===== src/rtl/jt1943_objdma_ctl_if.sv =====
// Object DMA bus bundle: arbiter handshake, object RAM address/data and
// object line-buffer write port. The DMA controller is the master side.
interface jt1943_objdma_ctl_if #(
    parameter int AW = 9
);
    logic          bus_req;
    logic          bus_ack;
    logic          blen;
    logic [AW-1:0] AB;
    logic [7:0]    DB;
    logic          buf_we;
    logic [AW-1:0] buf_addr;
    logic [7:0]    buf_din;

    modport master (
        output bus_req, blen, AB, buf_we, buf_addr, buf_din,
        input  bus_ack, DB
    );

    modport slave (
        input  bus_req, blen, AB, buf_we, buf_addr, buf_din,
        output bus_ack, DB
    );
endinterface


===== src/rtl/jt1943_objdma_ctl.sv =====
// Object DMA sequencer: arms on an OKOUT edge, waits for vertical blank,
// takes the CPU bus and copies object RAM 0..OBJMAX into the line buffer.
// Aborts (sticky overrun) on bus-grant timeout or when blank closes early.
module jt1943_objdma_ctl #(
    parameter int            AW     = 9,
    parameter logic [AW-1:0] OBJMAX = 9'h1FF,
    parameter logic [7:0]    ACK_TO = 8'd200
) (
    input  logic                 clk,
    input  logic                 rst_n,
    input  logic                 cen6,
    input  logic                 LVBL,
    input  logic                 OKOUT,
    jt1943_objdma_ctl_if.master  bus,
    output logic                 busy,
    output logic                 overrun
);

    typedef enum logic [2:0] {
        S_IDLE,
        S_ARMED,
        S_REQ,
        S_COPY,
        S_RELEASE
    } state_t;

    state_t        state_q, state_d;
    logic          arm_q, arm_d;
    logic          okout_q, okout_d;
    logic          lvbl_q, lvbl_d;
    logic [7:0]    cnt_q, cnt_d;
    logic [AW-1:0] ab_q, ab_d;
    logic [AW-1:0] waddr_q, waddr_d;
    logic [7:0]    wdin_q, wdin_d;
    logic          we_q, we_d;
    logic          ovr_q, ovr_d;

    logic ok_rise, lv_fall, lv_rise;

    // Edge detectors on the cen6-sampled copies of OKOUT and LVBL
    always_comb begin
        ok_rise = OKOUT & ~okout_q;
        lv_fall = lvbl_q & ~LVBL;
        lv_rise = ~lvbl_q & LVBL;
    end

    // State and datapath registers
    always_ff @(posedge clk or negedge rst_n) begin
        if (!rst_n) begin
            state_q <= S_IDLE;
            arm_q   <= 1'b0;
            okout_q <= 1'b0;
            lvbl_q  <= 1'b1;
            cnt_q   <= '0;
            ab_q    <= '0;
            waddr_q <= '0;
            wdin_q  <= '0;
            we_q    <= 1'b0;
            ovr_q   <= 1'b0;
        end else begin
            state_q <= state_d;
            arm_q   <= arm_d;
            okout_q <= okout_d;
            lvbl_q  <= lvbl_d;
            cnt_q   <= cnt_d;
            ab_q    <= ab_d;
            waddr_q <= waddr_d;
            wdin_q  <= wdin_d;
            we_q    <= we_d;
            ovr_q   <= ovr_d;
        end
    end

    // Next-state logic; everything advances only on cen6, buf_we is a one-clk pulse
    always_comb begin
        state_d = state_q;
        arm_d   = arm_q;
        okout_d = okout_q;
        lvbl_d  = lvbl_q;
        cnt_d   = cnt_q;
        ab_d    = ab_q;
        waddr_d = waddr_q;
        wdin_d  = wdin_q;
        we_d    = 1'b0;
        ovr_d   = ovr_q;
        if (cen6) begin
            okout_d = OKOUT;
            lvbl_d  = LVBL;
            unique case (state_q)
                S_IDLE: begin
                    if (ok_rise) arm_d = 1'b1;
                    if (arm_q) state_d = S_ARMED;
                end
                S_ARMED: begin
                    if (lv_fall) begin
                        state_d = S_REQ;
                        cnt_d   = '0;
                        ovr_d   = 1'b0;
                    end
                end
                S_REQ: begin
                    if (bus.bus_ack) begin
                        state_d = S_COPY;
                        ab_d    = '0;
                    end else begin
                        cnt_d = cnt_q + 8'd1;
                        if (cnt_q + 8'd1 == ACK_TO) begin
                            state_d = S_RELEASE;
                            ovr_d   = 1'b1;
                        end
                    end
                end
                S_COPY: begin
                    // blank closing wins over the write scheduled for this tick
                    if (lv_rise) begin
                        state_d = S_RELEASE;
                        ovr_d   = 1'b1;
                    end else if (bus.bus_ack) begin
                        we_d    = 1'b1;
                        waddr_d = ab_q;
                        wdin_d  = bus.DB;
                        if (ab_q == OBJMAX) state_d = S_RELEASE;
                        else                ab_d    = ab_q + 1'b1;
                    end
                end
                S_RELEASE: begin
                    if (!bus.bus_ack) begin
                        state_d = S_IDLE;
                        arm_d   = 1'b0;
                    end
                end
                default: state_d = S_IDLE;
            endcase
        end
    end

    // Outputs decoded from registered state so async reset drops them at once
    always_comb begin
        bus.bus_req  = (state_q == S_REQ) || (state_q == S_COPY);
        bus.blen     = (state_q == S_COPY);
        bus.AB       = ab_q;
        bus.buf_we   = we_q;
        bus.buf_addr = waddr_q;
        bus.buf_din  = wdin_q;
        busy         = (state_q != S_IDLE);
        overrun      = ovr_q;
    end

endmodule


===== src/flat_wrapper.sv =====
// flat-port wrapper written by rule: the top's interface ports become plain ports
module jt1943_objdma_ctl_flat 
#(
    parameter int            AW     = 9,
    parameter logic [AW-1:0] OBJMAX = 9'h1FF,
    parameter logic [7:0]    ACK_TO = 8'd200
)
  (clk, rst_n, cen6, LVBL, OKOUT, busy, overrun, bus_bus_req, bus_blen, bus_AB, bus_buf_we, bus_buf_addr, bus_buf_din, bus_bus_ack, bus_DB);
  jt1943_objdma_ctl_if #(.AW(AW)) bus_i ();
  input  logic clk;
  input  logic rst_n;
  input  logic cen6;
  input  logic LVBL;
  input  logic OKOUT;
  output logic busy;
  output logic overrun;
  output wire logic [$bits(bus_i.bus_req)-1:0] bus_bus_req;
  output wire logic [$bits(bus_i.blen)-1:0] bus_blen;
  output wire logic [$bits(bus_i.AB)-1:0] bus_AB;
  output wire logic [$bits(bus_i.buf_we)-1:0] bus_buf_we;
  output wire logic [$bits(bus_i.buf_addr)-1:0] bus_buf_addr;
  output wire logic [$bits(bus_i.buf_din)-1:0] bus_buf_din;
  input wire logic [$bits(bus_i.bus_ack)-1:0] bus_bus_ack;
  input wire logic [$bits(bus_i.DB)-1:0] bus_DB;
  assign bus_bus_req = bus_i.bus_req;
  assign bus_blen = bus_i.blen;
  assign bus_AB = bus_i.AB;
  assign bus_buf_we = bus_i.buf_we;
  assign bus_buf_addr = bus_i.buf_addr;
  assign bus_buf_din = bus_i.buf_din;
  assign bus_i.bus_ack = bus_bus_ack;
  assign bus_i.DB = bus_DB;
  jt1943_objdma_ctl #(.AW(AW), .OBJMAX(OBJMAX), .ACK_TO(ACK_TO)) u_core (.clk(clk), .rst_n(rst_n), .cen6(cen6), .LVBL(LVBL), .OKOUT(OKOUT), .bus(bus_i), .busy(busy), .overrun(overrun));
endmodule

===== config.mk =====
export PLATFORM = sky130hd
export DESIGN_NAME = jt1943_objdma_ctl_flat
export DESIGN_NICKNAME = d
export VERILOG_FILES = /design/src/rtl/jt1943_objdma_ctl_if.sv /design/src/rtl/jt1943_objdma_ctl.sv /design/src/flat_wrapper.sv
export SDC_FILE = /design/constraint.sdc
export NUM_CORES = 1
export LEC_CHECK = 0
export ABC_AREA = 0
export BUFFER_PORTS_ARGS = -buffer_cell sky130_fd_sc_hd__buf_2
export CAP_MARGIN = 20
export CORE_ASPECT_RATIO = 1.2
export CORE_MARGIN = 3
export CORE_UTILIZATION = 40
export CTS_CLUSTER_DIAMETER = 40
export DETAILED_ROUTE_END_ITERATION = 10
export GPL_ROUTABILITY_DRIVEN = 0
export PLACE_DENSITY_LB_ADDON = 0.25
export SYNTH_ARGS = -nofsm -noshare
export SYNTH_HDL_FRONTEND = slang
export SYNTH_SLANG_ARGS = --single-unit

===== constraint.sdc =====
create_clock -name clk -period 3.1 [get_ports clk]
set_clock_uncertainty 0.1 [all_clocks]
set_input_delay 0.62 -clock clk [delete_from_list [all_inputs] [get_ports clk]]
set_output_delay 0.62 -clock clk [all_outputs]
set_load 0.02 [all_outputs]

# Word-level counts from Yosys, hierarchy flattened
# Index checks and enable logic that the tools add are counted.
[totals]
ff_bits = 42
latch_bits = 0
ram_bits = 0
romBits = 0
in_bits = 14
out_inout_bits = 31
wordCells = 81
mem_count = 0
[op_classes]
n_addsub = 2
multipliers = 0
div_mod_pow = 0
order_cmp = 0
n_eq_ne = 20
shifts = 0
mux = 29
bitwise = 7
reduce_logical = 13
[ops]
columns = ["operator", "n"]
rows = [
  ["two-way mux 9 bit", 4],
  ["two-way mux 3 bit", 8],
  ["case mux 9 bit (2 select lines)", 1],
  ["two-way mux 8 bit", 2],
  ["case mux 8 bit (2 select lines)", 1],
  ["case mux 3 bit (5 select lines)", 1],
  ["inequality test 2 x 1 -> 1 bit (second input constant)", 6],
  ["AND reduction 4 bit", 3],
  ["AND reduction 6 bit", 2],
  ["two-way mux 1 bit", 10],
  ["inequality test 2 bit (second input constant)", 5],
  ["adder 9 x 1 -> 9 bit (second input constant)", 1],
  ["equality test 9 bit (second input constant)", 1],
  ["adder 8 x 1 -> 8 bit (second input constant)", 1],
  ["equality test 8 bit (second input constant)", 1],
  ["AND reduction 7 bit", 1],
  ["equality test 3 x 2 -> 1 bit (second input constant)", 2],
  ["inequality test 3 x 1 -> 1 bit (second input constant)", 2],
  ["nonzero test 2 bit", 3],
  ["nonzero test 3 bit", 2],
  ["inverter 1 bit", 4],
  ["bitwise AND 1 bit", 3],
  ["equality test 3 x 1 -> 1 bit (second input constant)", 1],
  ["equality test 3 bit (second input constant)", 1],
  ["other kinds (5)", 5],
]

# Logic depth before layout (Yosys ltp)
[depth]
ltp_word = 5
ltp_mapped = 8
ltp_nobuf = 7

# Worst setup path after synthesis
# Ideal clock, no wire load.
[synth_path]
path_type = "reg2reg"
startpoint = "register u_core.ab_q[1], in the netlist u_core.bus.AB[1]"
endpoint = "register u_core.ab_q[1], in the netlist u_core.bus.AB[1]"
setup_ns = 0.122
arrival_ns = 2.142
t_required_ns = 2.878
setup_slack_ns = 0.736
stages_incl_launch_ff = 9
n_path_buf = 1
period_less_slack_ns = 2.364
cell_sequence = "dfrtp_1 > ha_1 > and3_1 > and3_1 > ha_1 > o21a_1 > clkbuf_1 > or2_2 > a32o_1"
[synth_between]
elab_chain_cells = 5
elab_cells_between_ends = 8
cone_classes = "add/sub: 1; eq/ne: 2; mux: 4; reduce/logical: 1"
[synth_lines]
columns = ["element", "line_no", "rtl"]
rows = [
  ["start, declared", "jt1943_objdma_ctl.sv:32", "logic [AW-1:0] ab_q, ab_d;"],
  ["start signal, assigned", "jt1943_objdma_ctl.sv:55", "ab_q <= '0;"],
  ["start signal, assigned", "jt1943_objdma_ctl.sv:66", "ab_q <= ab_d;"],
  ["adder 9 x 1 -> 9 bit", "jt1943_objdma_ctl.sv:123", "else ab_d = ab_q + 1'b1;"],
  ["two-way mux 9 bit", "jt1943_objdma_ctl.sv:122", "if (ab_q == OBJMAX) state_d = S_RELEASE;"],
  ["two-way mux 9 bit", "jt1943_objdma_ctl.sv:118", "end else if (bus.bus_ack) begin"],
  ["two-way mux 9 bit", "jt1943_objdma_ctl.sv:115", "if (lv_rise) begin"],
  ["case mux 9 bit (2 select lines)", "jt1943_objdma_ctl.sv:89", "unique case (state_q)"],
]
# Parallel ways exist; a longest one is shown, timed or not. The select of a mux whose other input is x is not followed.
# A chain may end at the register's enable or synchronous reset.

# Worst setup path in the final report
[layout_path]
startpoint = "register u_core.ab_q[1], in the netlist u_core.bus.AB[1]"
endpoint = "register u_core.ab_q[5], in the netlist u_core.bus.AB[5]"
# The elaborated chain is that of the path after synthesis.

==> metrics.csv <==
stage,metric,value,unit
layout,"Core Util, Final",49.2,%
place,I/O Buffers,44,
worst_setup_path,crit-path max cell delay,0.55,ns
yosys,Post-synth EDFFs,0,
routing,Routed Antenna Nets,0,
floorplan,num ports,45,
layout,Final #Nets,250,
worst_setup_path,Crit Path Category,flop to flop,
routing,DR WL/cell,15.1,um
clocking,"Reg clk slew, reported paths",0.09,ns
worst_setup_path,Critical Path End Type,flop,
routing,via count,1610,
timing,Max Freq,407,MHz
worst_setup_path,"Slowest-stage cell, CP",or4_1,
routing,Iter 0 DRT Violations,64,
power_and_ir_drop,clock network power share,20.6,%
routing,Via density,5.48,
power_and_ir_drop,Power Density,734,mW/mm^2
timing,"Hold Vio Cnt, Final",0,
clocking,cts repair resizes,0,
layout,ratio of cells with drive above 1 in the final layout,35.0,%
floorplan,die width,72.0,um
clocking,cts bufs inserted,5,
layout,storage element area,0.00105,sq mm
power_and_ir_drop,leak pwr,1.18,nW
global_routing,first-pass GRT wire length,7290,um
worst_setup_path,CP Cell Sequence,ha_1 -> and3_1 -> and3_1 -> ha_1 -> o21a_1 -> or4_1 -> a21oi_1,
layout,ant diodes,0,
yosys,Ys Warns,0,
run,Max Cap Violations,0,
floorplan,Die ar.,0.00613,sq mm
worst_setup_path,crit start category,flop,
yosys,synthesized area,0.00209,sq mm
timing,setup_tns,0,ns
clocking,clock sink count,42,
global_routing,Global Route Usage Sum,15.1,%
clocking,Setup Buffers After CTS,0,
power_and_ir_drop,Switching Fraction,39.0,%
yosys,"FF+latch count, synth",42,
power_and_ir_drop,internal power,1.09,mW
worst_setup_path,Worst Path Max Fanout,14,
clocking,hold buffers post-CTS,0,
global_routing,initial antenna violation count,0,
power_and_ir_drop,Comb power frac,35.0,%
global_routing,gr ovfl total,0,
worst_setup_path,Worst EP arrival,2.59,ns
yosys,Post-Synthesis Cells,189,
floorplan,Core Footprint,0.00497,sq mm
power_and_ir_drop,"IR drop worst, VDD",0.000276,V
floorplan,die height,85.2,um
global_routing,vias in the first global route,1522,
layout,# fillers,472,
yosys,post-synth cell types,53,
yosys,"Seq/Total Area, Yosys",50.4,%
worst_setup_path,CP Data Required Time,3.23,ns
worst_hold_path,worst hold path type,input pin to asynchronous set/reset pin,
floorplan,Initial Util,42.0,%
yosys,share of flip-flops with an asynchronous set or reset,100,%
place,hpwl dp,3140,um
layout,Multi-input gate area,968,sq um
layout,"Area growth, synth to finish",17.1,%
timing,crit path time final,2.46,ns
routing,Total Routed Length,4430,um
outcome,run status,"complete, no violations",
yosys,Syn Area/Cell,11.1,sq um
routing,drc violations,0,
routing,Initial DRT Pass Iterations,4,
timing,fin. max-slew vios,0,
power_and_ir_drop,sequential power share,44.4,%
floorplan,row count,28,
yosys,post-synth net total,206,
clocking,Root Buffer,clkbuf_8,
clocking,CTS tree,built,
timing,ratio of final minimum period to clock period,79.2,%
timing,final setup fails,0,
clocking,Max Buffers Root-to-Sink,2,
clocking,H-tree levels,2,
timing,Worst-Margin Slew,0.935,ns
clocking,"Clk Latency, worst-skew pair",0.30,ns
timing,Slew HR,37.7,%
timing,RSZ-0062 raised after global routing,false,
global_routing,largest net degree at the start of global routing,43,
yosys,"Top FF cell, synth",dfrtp_1,
power_and_ir_drop,NetSw,701,uW
## through the flow
stage | cell area, sq um | power (mW) | setup WS (ns) | hold slack [ns] | cells
final | 2450 | 1.80 | 0.643 | 0.353 | 294
after global routing | 2450 | 1.92 | 0.551 | 0.426 | 294
after CTS | 2450 | 1.82 | 0.639 | 0.383 | 294
after detailed placement | 2350 | 1.45 | 0.666 | 0.390 | 286
after global placement | 2350 | 1.44 | 0.751 | 0.384 | 286
after floorplan | 2090 | 1.27 | 0.736 | 0.224 | 189
## synth_stat cells, types with 2 or more instances
cell / instances / area share [%]
o21ai_0: 10 / 2.4
a31oi_1: 2 / 0.60
o31ai_1: 4 / 1.4
or4_1: 4 / 1.4
nor3b_1: 2 / 0.72
nor3_1: 6 / 1.4
nand3_1: 5 / 1.2
or2_2: 2 / 0.60
clkbuf_1: 2 / 0.36
and3_1: 6 / 1.8
dfrtp_1: 41 / 49
and3b_1: 2 / 0.84
inv_1: 7 / 1.3
a21oi_1: 10 / 2.4
buf_2: 4 / 0.96
mux2_2: 19 / 10
ha_1: 3 / 1.8
mux2i_1: 3 / 1.4
nor2_1: 5 / 0.90
nand2_1: 16 / 2.9
or3_1: 4 / 1.2
## placed cells by master, fill, tap and decap left out, types with 3 or more instances in the layout
| master | instances |
|---|---|
| dfrtp_1 | 41 |
| clkbuf_8 | 5 |
| a21oi_1 | 10 |
| buf_2 | 44 |
| or3_1 | 4 |
| nand2_1 | 16 |
| nor2_1 | 5 |
| inv_1 | 7 |
| nor3_1 | 6 |
| nand3_1 | 5 |
| ha_1 | 3 |
| o21ai_0 | 10 |
| and3_1 | 6 |
| or4_1 | 4 |
| o31ai_1 | 4 |
| mux2_2 | 19 |
| mux2i_1 | 3 |
## cell families (layout without fill, tap and decap cells)
logic type	after synthesis	in the layout	synth area share, %
simple gates	64	64	18.6
fa+ha+maj	3	3	1.80
buf+inv	16	61	3.71
compound gates	40	40	13.0
mux	22	22	11.7
flops	42	42	50.4
xor+xnor	2	2	0.838
## routing by layer
layer  GRT usage [%]  vias to the layer above  share of wire, %
met1            19.7                      777                45
met5               0                        -                 0
met2            24.2                       37                49
li1                -                      789                 -
met4            5.81                        0               1.3
met3            3.44                        7               4.8
## path summary, 6_finish.rpt
kind	slack, ns	from	end	cells past startpoint
worst max-delay path	0.64	u_core.bus.AB[1]$_DFFE_PN0P_	u_core.bus.AB[5]$_DFFE_PN0P_	7
worst min-delay path	0.35	rst_n	u_core.bus.AB[4]$_DFFE_PN0P_	1
worst max register to register	0.64	u_core.bus.AB[1]$_DFFE_PN0P_	u_core.bus.AB[5]$_DFFE_PN0P_	7
worst min register to register	0.41	u_core.bus.buf_din[2]$_DFFE_PN0P_	u_core.bus.buf_din[2]$_DFFE_PN0P_	1
max in group asynchronous	1.95	rst_n	u_core.cnt_q[3]$_DFFE_PN0P_	1
min in group clk	0.41	u_core.bus.buf_din[2]$_DFFE_PN0P_	u_core.bus.buf_din[2]$_DFFE_PN0P_	1
## flip-flops by register name, indices dropped and copies added, names as in the netlist
signal and cells:
u_core.bus.AB 9, u_core.cnt_q 8, u_core.lvbl_q 1, u_core.state_q 3
u_core.bus.buf_din 8, u_core.bus.buf_addr 9, u_core.okout_q 1, u_core.overrun 1
u_core.arm_q 1, u_core.bus.buf_we 1
## layout make-up
cell class / count / area share (%)
repair buffers: 45 / 9.30
clock buffers: 5 / 2.81
well taps: 60 / 3.07
multi-input cells: 131 / 39.6
flip-flops and latches: 42 / 43.0
inverters: 8 / 1.28
clock inverters: 3 / 0.971
## worst max-delay path, delay by kind of cell, from the launching register on
kind / cells / cell delay (ns)
compound gates: 2 / 0.48
fa+ha+maj: 2 / 0.44
flops: 1 / 0.46
simple gates: 3 / 0.90
## power groups by stage
stage / Sequential, mW / Clock (mW) / Combinational, mW
2_1_floorplan: 0.838 / 0 / 0.428
3_3_place_gp: 0.805 / 0 / 0.634
3_5_place_dp: 0.807 / 0 / 0.640
4_1_cts: 0.799 / 0.385 / 0.638
5_1_grt: 0.824 / 0.404 / 0.691
6_report: 0.797 / 0.370 / 0.629
No activity file was read; power rests on OpenSTA's default activity.
